[config.mk]
export PLATFORM = sky130hd
export DESIGN_NAME = dma_xfer_ctrl
export DESIGN_NICKNAME = d
export VERILOG_FILES = /design/src/rtl/dma_xfer_ctrl_pkg.sv /design/src/rtl/dma_addr_cnt.sv /design/src/rtl/dma_xfer_ctrl.sv
export SDC_FILE = /design/constraint.sdc
export NUM_CORES = 1
export LEC_CHECK = 0
export BUFFER_PORTS_ARGS = -buffer_cell sky130_fd_sc_hd__buf_2
export CAP_MARGIN = 25
export CORE_MARGIN = 1.5
export CORE_UTILIZATION = 54
export CTS_CLUSTER_SIZE = 28
export DETAILED_ROUTE_END_ITERATION = 8
export PLACE_DENSITY = 0.82
export SLEW_MARGIN = 20
export SYNTH_ARGS = -nofsm -noshare
export SYNTH_HDL_FRONTEND = slang
export SYNTH_HIERARCHICAL = 1
export SYNTH_SLANG_ARGS = --single-unit
export TNS_END_PERCENT = 5
[constraint.sdc]
create_clock -name clk0 -period 3.2 [get_ports clk0]
set_input_delay 0.64 -clock clk0 [delete_from_list [all_inputs] [get_ports clk0]]
set_output_delay 0.64 -clock clk0 [all_outputs]
set_load 0.02 [all_outputs]
[src/rtl/dma_xfer_ctrl_pkg.sv]
// Shared codes for the DMA transfer sequencer: bus commands, size encodings, FSM states.
package dma_xfer_ctrl_pkg;

  localparam logic [2:0] CMD_IDLE = 3'b000;
  localparam logic [2:0] CMD_RD   = 3'b001;
  localparam logic [2:0] CMD_WR   = 3'b010;

  localparam logic [2:0] SZ_BYTE  = 3'b001;
  localparam logic [2:0] SZ_HW    = 3'b010;
  localparam logic [2:0] SZ_WORD  = 3'b100;

  typedef enum logic [2:0] {
    S_IDLE, S_LOAD, S_RD, S_WR, S_FIN, S_ERR
  } state_t;

  // Byte step for a size code; 0 flags a code that is not one-hot.
  function automatic logic [2:0] step_of(input logic [2:0] sz);
    case (sz)
      SZ_BYTE: return 3'd1;
      SZ_HW:   return 3'd2;
      SZ_WORD: return 3'd4;
      default: return 3'd0;
    endcase
  endfunction

endpackage

[src/rtl/dma_addr_cnt.sv]
// Address pointer plus remaining-byte counter; pointer wraps, counter saturates at 0.
module dma_addr_cnt #(
  parameter int AW = 24,
  parameter int DW = 32
) (
  input  logic          clk0,
  input  logic          reset,
  input  logic          load,
  input  logic          stp,
  input  logic [AW-1:0] ld_ptr,
  input  logic [DW-1:0] ld_len,
  input  logic [2:0]    step,
  output logic [AW-1:0] ptr,
  output logic [DW-1:0] left
);

  logic [DW-1:0] step_w;
  assign step_w = DW'(step);

  always_ff @(posedge clk0) begin
    if (reset) begin
      ptr  <= '0;
      left <= '0;
    end else if (load) begin
      ptr  <= ld_ptr;
      left <= ld_len;
    end else if (stp) begin
      ptr  <= ptr + AW'(step);
      left <= (left >= step_w) ? left - step_w : '0;
    end
  end

endmodule

[src/rtl/dma_xfer_ctrl.sv]
// DMA transfer sequencer: alternates host-bus read bursts into the FIFO with write bursts out of it.
module dma_xfer_ctrl
  import dma_xfer_ctrl_pkg::*;
#(
  parameter int padd_size      = 24,
  parameter int data_size      = 32,
  parameter int cmd_size       = 3,
  parameter int dma_fifo_depth = 4
) (
  input  logic                 clk0,
  input  logic                 reset,
  input  logic                 go,
  input  logic [2:0]           size,
  input  logic [padd_size-1:0] src_addr,
  input  logic [padd_size-1:0] dst_addr,
  input  logic [data_size-1:0] len_bytes,
  output logic [cmd_size-1:0]  mem_cmd,
  output logic [padd_size-1:0] mem_addr,
  input  logic                 mem_ack,
  input  logic [data_size-1:0] mem_datain,
  output logic [data_size-1:0] mem_dataout,
  input  logic                 fifo_full,
  input  logic                 fifo_empty,
  input  logic [data_size-1:0] fifo_rdata,
  output logic                 fifo_wr,
  output logic                 fifo_rd,
  output logic                 busy,
  output logic                 done,
  output logic                 err,
  output logic [data_size-1:0] bytes_left
);

  localparam int FIFO_WORDS = 2 ** dma_fifo_depth;

  state_t                  state;
  logic [2:0]              step_r;
  logic [data_size-1:0]    step_w, ld_step;
  logic [padd_size-1:0]    rd_ptr, wr_ptr;
  logic [data_size-1:0]    rd_left, wr_left;
  logic [dma_fifo_depth:0] rd_burst;
  logic                    ld, cmd_rd, cmd_wr;

  assign ld      = (state == S_LOAD);
  assign step_w  = data_size'(step_r);
  assign ld_step = data_size'(step_of(size));
  assign cmd_rd  = (mem_cmd == cmd_size'(CMD_RD));
  assign cmd_wr  = (mem_cmd == cmd_size'(CMD_WR));

  // FIFO strobes follow the ack combinationally; only one bus command exists at a time.
  assign fifo_wr     = cmd_rd & mem_ack;
  assign fifo_rd     = cmd_wr & mem_ack;
  assign mem_addr    = cmd_rd ? rd_ptr : (cmd_wr ? wr_ptr : '0);
  assign mem_dataout = cmd_wr ? fifo_rdata : '0;
  assign bytes_left  = busy ? wr_left : '0;

  dma_addr_cnt #(.AW(padd_size), .DW(data_size)) u_rd_cnt (
    .clk0(clk0), .reset(reset), .load(ld), .stp(fifo_wr),
    .ld_ptr(src_addr), .ld_len(len_bytes), .step(step_r),
    .ptr(rd_ptr), .left(rd_left)
  );

  dma_addr_cnt #(.AW(padd_size), .DW(data_size)) u_wr_cnt (
    .clk0(clk0), .reset(reset), .load(ld), .stp(fifo_rd),
    .ld_ptr(dst_addr), .ld_len(len_bytes), .step(step_r),
    .ptr(wr_ptr), .left(wr_left)
  );

  // Each beat is followed by one idle-bus cycle so that fifo_full/fifo_empty
  // already reflect the word just pushed or popped when the next step is chosen.
  always_ff @(posedge clk0) begin
    if (reset) begin
      state    <= S_IDLE;
      mem_cmd  <= '0;
      step_r   <= '0;
      rd_burst <= '0;
      busy     <= 1'b0;
      done     <= 1'b0;
      err      <= 1'b0;
    end else begin
      case (state)
        S_IDLE: if (go) begin
          state <= S_LOAD;
          busy  <= 1'b1;
        end
        S_LOAD: begin
          step_r   <= step_of(size);
          rd_burst <= '0;
          if (ld_step == '0) begin
            state <= S_ERR;
            busy  <= 1'b0;
            err   <= 1'b1;
          end else if (len_bytes < ld_step) begin
            state <= S_FIN;
            busy  <= 1'b0;
            done  <= 1'b1;
          end else begin
            state <= S_RD;
          end
        end
        S_RD: begin
          if (cmd_rd) begin
            if (mem_ack) begin
              mem_cmd  <= cmd_size'(CMD_IDLE);
              rd_burst <= rd_burst + 1'b1;
            end
          end else if (!go) begin
            state <= S_IDLE;
            busy  <= 1'b0;
          end else if (rd_left < step_w || fifo_full ||
                       rd_burst == FIFO_WORDS[dma_fifo_depth:0]) begin
            state <= S_WR;
          end else begin
            mem_cmd <= cmd_size'(CMD_RD);
          end
        end
        S_WR: begin
          if (cmd_wr) begin
            if (mem_ack) mem_cmd <= cmd_size'(CMD_IDLE);
          end else if (!go) begin
            state <= S_IDLE;
            busy  <= 1'b0;
          end else if (wr_left < step_w) begin
            state <= S_FIN;
            busy  <= 1'b0;
            done  <= 1'b1;
          end else if (fifo_empty) begin
            if (rd_left >= step_w) begin
              state    <= S_RD;
              rd_burst <= '0;
            end
          end else begin
            mem_cmd <= cmd_size'(CMD_WR);
          end
        end
        S_FIN: if (!go) begin
          state <= S_IDLE;
          done  <= 1'b0;
        end
        S_ERR: if (!go) begin
          state <= S_IDLE;
          err   <= 1'b0;
        end
        default: state <= S_IDLE;
      endcase
    end
  end

endmodule
# Word-level counts from Yosys, hierarchy flattened
# Cells that the tools add are included.
totals:
  inputBits: 153
  word_cells: 141
  regBits: 129
  latch_bits: 0
  romBits: 0
  memories: 0
  mem_bits_rw: 0
  output_inout_bits: 96
op_classes:
  div_mod_pow: 0
  mul: 0
  shift: 0
  magnitude_cmp: 5
  n_reduce_logical: 18
  addsub: 5
  n_bitwise: 2
  n_eq_ne: 38
  n_mux: 62
ops:
  columns: ["operator", "n"]
  rows:
  - ["two-way mux 32 bit", 8]
  - ["two-way mux 24 bit", 6]
  - ["less-than comparator 32 x 3 -> 1 bit", 3]
  - [">= comparator 32 x 3 -> 1 bit", 2]
  - ["subtractor 32 x 3 -> 32 bit", 2]
  - ["two-way mux 3 bit", 20]
  - ["adder 24 x 3 -> 24 bit", 2]
  - ["two-way mux 5 bit", 7]
  - ["logical NOT 32 bit", 1]
  - ["inequality test 2 bit, second input constant", 15]
  - ["inequality test 3 bit, second input constant", 7]
  - ["AND reduction 7 bit", 3]
  - ["one-hot mux 3 bit (5 select lines)", 1]
  - ["one-hot mux 5 bit (3 select lines)", 1]
  - ["two-way mux 1 bit", 14]
  - ["== test 3 x 2 -> 1 bit, second input constant", 4]
  - ["== test 3 x 1 -> 1 bit, second input constant", 3]
  - ["== test 3 bit, second input constant", 3]
  - ["one-hot mux 3 bit (3 select lines)", 1]
  - ["inequality test 4 bit, second input constant", 2]
  - ["AND reduction 8 bit", 1]
  - ["nonzero test 2 bit", 4]
  - ["one-hot mux 3 bit (2 select lines)", 1]
  - ["AND reduction 6 bit", 1]
  - ["other kinds (14)", 18]

# Longest topological paths before layout
logic_depth:
  depth_word: 7
  mapped_depth: 10
  ltp_nobuf: 9

# Modules after synthesis
# Netlist, hierarchy kept.
modules_own_cells:
  columns: ["mod", "instances", "seq_area_each_um2", "cells_per_inst", "area_per_inst_um2"]
  rows:
  - ["dma_addr_cnt at u_wr_cnt", 1, 1121.1, 450, 3633.5]
  - ["dma_addr_cnt at u_rd_cnt", 1, 1121.1, 446, 3597.2]
  - ["dma_xfer_ctrl", 1, 340.3, 292, 2130.8]

# Worst setup path before layout
# No wires, ideal clock.
synth_path:
  kind: "reg2reg"
  from: "register mem_cmd[0]"
  to: "register u_rd_cnt.ptr[19]"
  t_required_ps: 3114
  setup_ps: 86
  synth_period_minus_slack_ps: 2537
  path_slack_ps: 663
  t_arrival_ps: 2451
  n_path_buf: 2
  path_stages_with_launch: 9
  path_cell_list: "dfxtp_1 > nor3b_2 > and2_1 > buf_2 > nand3_1 > clkbuf_1 > nor4_1 > xnor2_1 > a211oi_1"
synth_between:
  elab_chain_cells: 3
synth_rtl:
  columns: ["item", "line_no", "source"]
  rows:
  - ["start, declared", "dma_xfer_ctrl.sv:17", "output logic [cmd_size-1:0] mem_cmd,"]
  - ["start signal, assigned", "dma_xfer_ctrl.sv:103", "mem_cmd <= cmd_size'(CMD_IDLE);"]
  - ["start signal, assigned", "dma_xfer_ctrl.sv:113", "mem_cmd <= cmd_size'(CMD_RD);"]
  - ["start signal, assigned", "dma_xfer_ctrl.sv:118", "if (mem_ack) mem_cmd <= cmd_size'(CMD_IDLE);"]
  - ["== test 3 x 1 -> 1 bit", "dma_xfer_ctrl.sv:46", "assign cmd_rd = (mem_cmd == cmd_size'(CMD_RD));"]
  - ["bitwise AND 1 bit", "dma_xfer_ctrl.sv:50", "assign fifo_wr = cmd_rd & mem_ack;"]
  - ["named net fifo_wr", "dma_xfer_ctrl.sv:25", "output logic fifo_wr,"]
  - ["nonzero test 2 bit (no source line)", null, null]
  - ["end signal, assigned", "dma_addr_cnt.sv:25", "ptr <= ld_ptr;"]
  - ["end signal, assigned", "dma_addr_cnt.sv:28", "ptr <= ptr + AW'(step);"]
  - ["end, declared", "dma_addr_cnt.sv:13", "output logic [AW-1:0] ptr,"]
# The timed path passes the listed nets, and every way through them passes these cells.
# A chain may end at the register's enable or synchronous reset.

# Worst setup path in the final report
layout_path:
  from: "register step_r[1]"
  to: "register u_wr_cnt.left[23]"
layout_between:
  elab_chain_cells: 4
  elab_cells_between_ends: 5
  cone_classes: "1 x add/sub; 1 x order compare; 3 x mux"
layout_rtl:
  columns: ["item", "line_no", "source"]
  rows:
  - ["start, declared", "dma_xfer_ctrl.sv:36", "logic [2:0] step_r;"]
  - ["start signal, assigned", "dma_xfer_ctrl.sv:86", "step_r <= step_of(size);"]
  - ["subtractor 32 x 3 -> 32 bit or >= comparator 32 x 3 -> 1 bit (tied branches)", "dma_addr_cnt.sv:29", "left <= (left >= step_w) ? left - step_w : '0;"]
  - ["two-way mux 32 bit *", "dma_addr_cnt.sv:29", null]
  - ["two-way mux 32 bit *", "dma_addr_cnt.sv:27", "end else if (stp) begin"]
  - ["two-way mux 32 bit *", "dma_addr_cnt.sv:24", "end else if (load) begin"]
  - ["end signal, assigned", "dma_addr_cnt.sv:26", "left <= ld_len;"]
  - ["end signal, assigned", "dma_addr_cnt.sv:29", null]
  - ["end, declared", "dma_addr_cnt.sv:14", "output logic [DW-1:0] left"]
# Every way passes the cells marked *; elsewhere a longest branch is shown, timed or not. The select of a mux whose other input is x is not followed.

==> metrics.cfg <==
[die]
die_x_um = 135
die_y_um = 135
die-area_um2 = 18100
ios = 249
fp.coreArea_um2 = 16800
num_rows = 47
start_util_pct = 55.9

[routing]
wl_met1_um = 13000
topRoutingLayerUsed = met4
wl_met2_um = 13200
wl_um = 30300
wl_per_cell_um = 18.9
dr_total_vias = 10400
firstDrtPassIters = 8
ant_nets = 0
first_iter_violations = 1336
via_per_inst = 6.49
drc_errors = 0
route.met3.wl_um = 3030

[pwr]
power_density_nw_per_um2 = 820
vdd_drop_max_v = 0.000467
power_leakage_nw = 4.47

[clock_tree]
clock_latency_ns = 0.42
htreeDepth = 4
cts_sinks = 129
tritoncts.num_buffers = 17
cts_setup_buffers = 0
clkTransAtPathRegs_ns = 0.06
cts_tree = yes
cts-resized-gates = 0
hold_buffers = 0
clk_path_buf_depth = 2
cts_root_buffer = clkbuf_16

[timing]
fmax_mhz = 350
finalHoldViolCount = 0
timing_worst_slew_pin_value_ns = 0.820
final.min_clock_period_ns = 2.86
whs_ns = 0.456
maxSlewHeadroom_pct = 45.3
timing.setup.tns_ns = 0
setup_viol_count_final = 0
rsz0062_at_grt = no
finalCritPeriodShare_pct = 89.3
slew_violations = 0
fin_skew_ns = 0.00736

[grt]
grt_max_degree = 68
antenna_found_initial = 3
grt_pass1_wl_um = 47600
grt_pass1_vias = 9170
grt_overflow = 0
grt.total_usage_pct = 32.5

[synth]
synth-xor-area-share_pct = 4.21
syn_nets = 1366
synth_fa_ha_area_share_pct = 3.66
synthSimpleGateAreaFrac_pct = 33.6
netlist_instances = 1188
ys.flop_type = dfxtp_1
ys_async_sr_fraction_pct = 0
yosysSeqAreaShare_pct = 27.6
synth_top_family_by_area = simple AND/OR/NAND/NOR gates
synth_compound_area_share_pct = 24.3
synthMuxAreaShare_pct = 0.895
synth.avg_cell_area_um2 = 7.88
yosysWarnings = 6
synth_area_um2 = 9360
synth.distinct_cells = 82
synth_edf_count = 0
ys_ff_latch = 129

[worst_setup_path]
worstSetupPathType = register to register
reg2reg_depth = 7
endpoint = u_wr_cnt/left[23]
crit_start = step_r[1]
regToRegSetupSlack_ns = 0.34
arrival_ns = 3.14
critPathMaxFanout = 19
critPathLaunchType = register
cp.required_ns = 3.49
worstReg2RegStart = step_r[1]
r2r_end = u_wr_cnt/left[23]
cp-end-kind = register

[final_layout]
fin_nets = 1545
areaGrowthSynthToFinish_pct = 20.0
postLayoutCoreUtil_pct = 67.0
drive_above_1_share_pct = 22.7
fillers = 1427

[status]
status = completed

[job]
drv_cap = 0

[worst_hold_path]
hold_depth = 3
hp-class = input pin to register

[placement]
io_buffers = 216
routabilityCongestion = 0.941
dp.final_hpwl_um = 21000

flip-flops by register name (all words and copies together), names as in the netlist:
register       count
done               1
busy               1
u_wr_cnt/ptr      24
state              3
err                1
u_wr_cnt/left     32
rd_burst           5
u_rd_cnt/ptr      24
step_r             3
mem_cmd            3
u_rd_cnt/left     32
cells in the mapped netlist (10+ instances only):
master      n  area [µm²]
nand2_1    76         285
nor4_1     53         332
or3_1      24         150
dfxtp_1   129        2580
o211ai_1   33         248
and3_1     40         250
nor2_1     77         289
o22ai_1    11        68.8
a21oi_1   105         526
nand4_1    23         144
nor3b_1    10        75.1
nand2b_1   10        62.6
ha_1       21         263
a211oi_1   29         218
o21ai_0    18        90.1
nor3_1     32         160
nand3_1    39         195
o311ai_0   15         131
xnor2_1    42         368
clkbuf_1   63         236
inv_1      34         128
o31a_1     16         140
a22o_1     25         219
and2_1     67         419
a311oi_1   10        87.6
a31oi_1    22         138
placed cells by master (no fill, tap or decap), types with 29 or more instances in the layout:
master,Yosys,layout
nand2_1,76,76
xnor2_1,42,42
nor3_1,32,32
buf_2,8,215
o211ai_1,33,33
a211oi_1,29,29
a21oi_1,105,105
and2_1,67,67
inv_1,34,33
nor4_1,53,53
dfxtp_1,129,129
nand3_1,39,39
nor2_1,77,76
and3_1,40,40
layer usage:
metal / global-route usage (%) / vias to the layer above
met5: 0 / -
met4: 13.9 / 0
met3: 5.29 / 82
met2: 48.4 / 637
met1: 46.6 / 4809
li1: - / 4877
per-stage QoR:
step | area (µm²) | setup slack (ns) | std cells | total power, mW
after global placement | 10600 | 0.543 | 1568 | 6.74
after CTS | 11200 | 0.423 | 1600 | 9.07
after floorplan | 9360 | 0.663 | 1188 | 5.78
after global routing | 11200 | 0.230 | 1603 | 9.73
after detailed placement | 10600 | 0.473 | 1568 | 6.87
final | 11200 | 0.343 | 1603 | 9.21
critical path: stages, from the launching register on:
cell and delay, ns:
dfxtp_1 0.57, inv_1 0.18, ha_1 0.36, and3b_1 0.21
or2_2 0.47, or3_1 0.41, o311ai_0 0.36, a31oi_1 0.15
power breakdown:
group | leakage, nW | internal [mW] | switching [mW]
Combinational | 3.09 | 1.64 | 2.48
Clock | 0.323 | 1.44 | 0.736
Sequential | 1.06 | 2.08 | 0.832
worst min path at each step:
stage	endpoint	from
floorplan	rd_burst[3]	rd_burst[3]
global placement	done	done
detailed placement	done	done
CTS	u_rd_cnt/ptr[2]	src_addr[2]
global route	u_rd_cnt/ptr[4]	src_addr[4]
finish	u_rd_cnt/ptr[2]	src_addr[2]
final cells by class:
class | count | area (µm²) | share of cell area (%)
tap | 220 | 275 | 2.45
antenna | 3 | 7.51 | 0.0668
clock buffer | 21 | 470 | 4.19
sequential | 129 | 2580 | 23.0
clock inverter | 11 | 183 | 1.63
inverter | 34 | 128 | 1.14
multi-input combinational | 940 | 6250 | 55.6
timing repair buffer | 245 | 1340 | 11.9
logic make-up (layout without fill, tap and decap cells):
kind of cell,Yosys count,after routing
AO/OA/AOI/OAI,331,331
XOR/XNOR,45,45
adder cells (fa/ha/maj),25,25
buffers and inverters,119,311
flip-flops,129,129
multiplexers,8,8
other,0,3
AND/OR/NAND/NOR,531,531
Power figures use the tool's default switching activity.
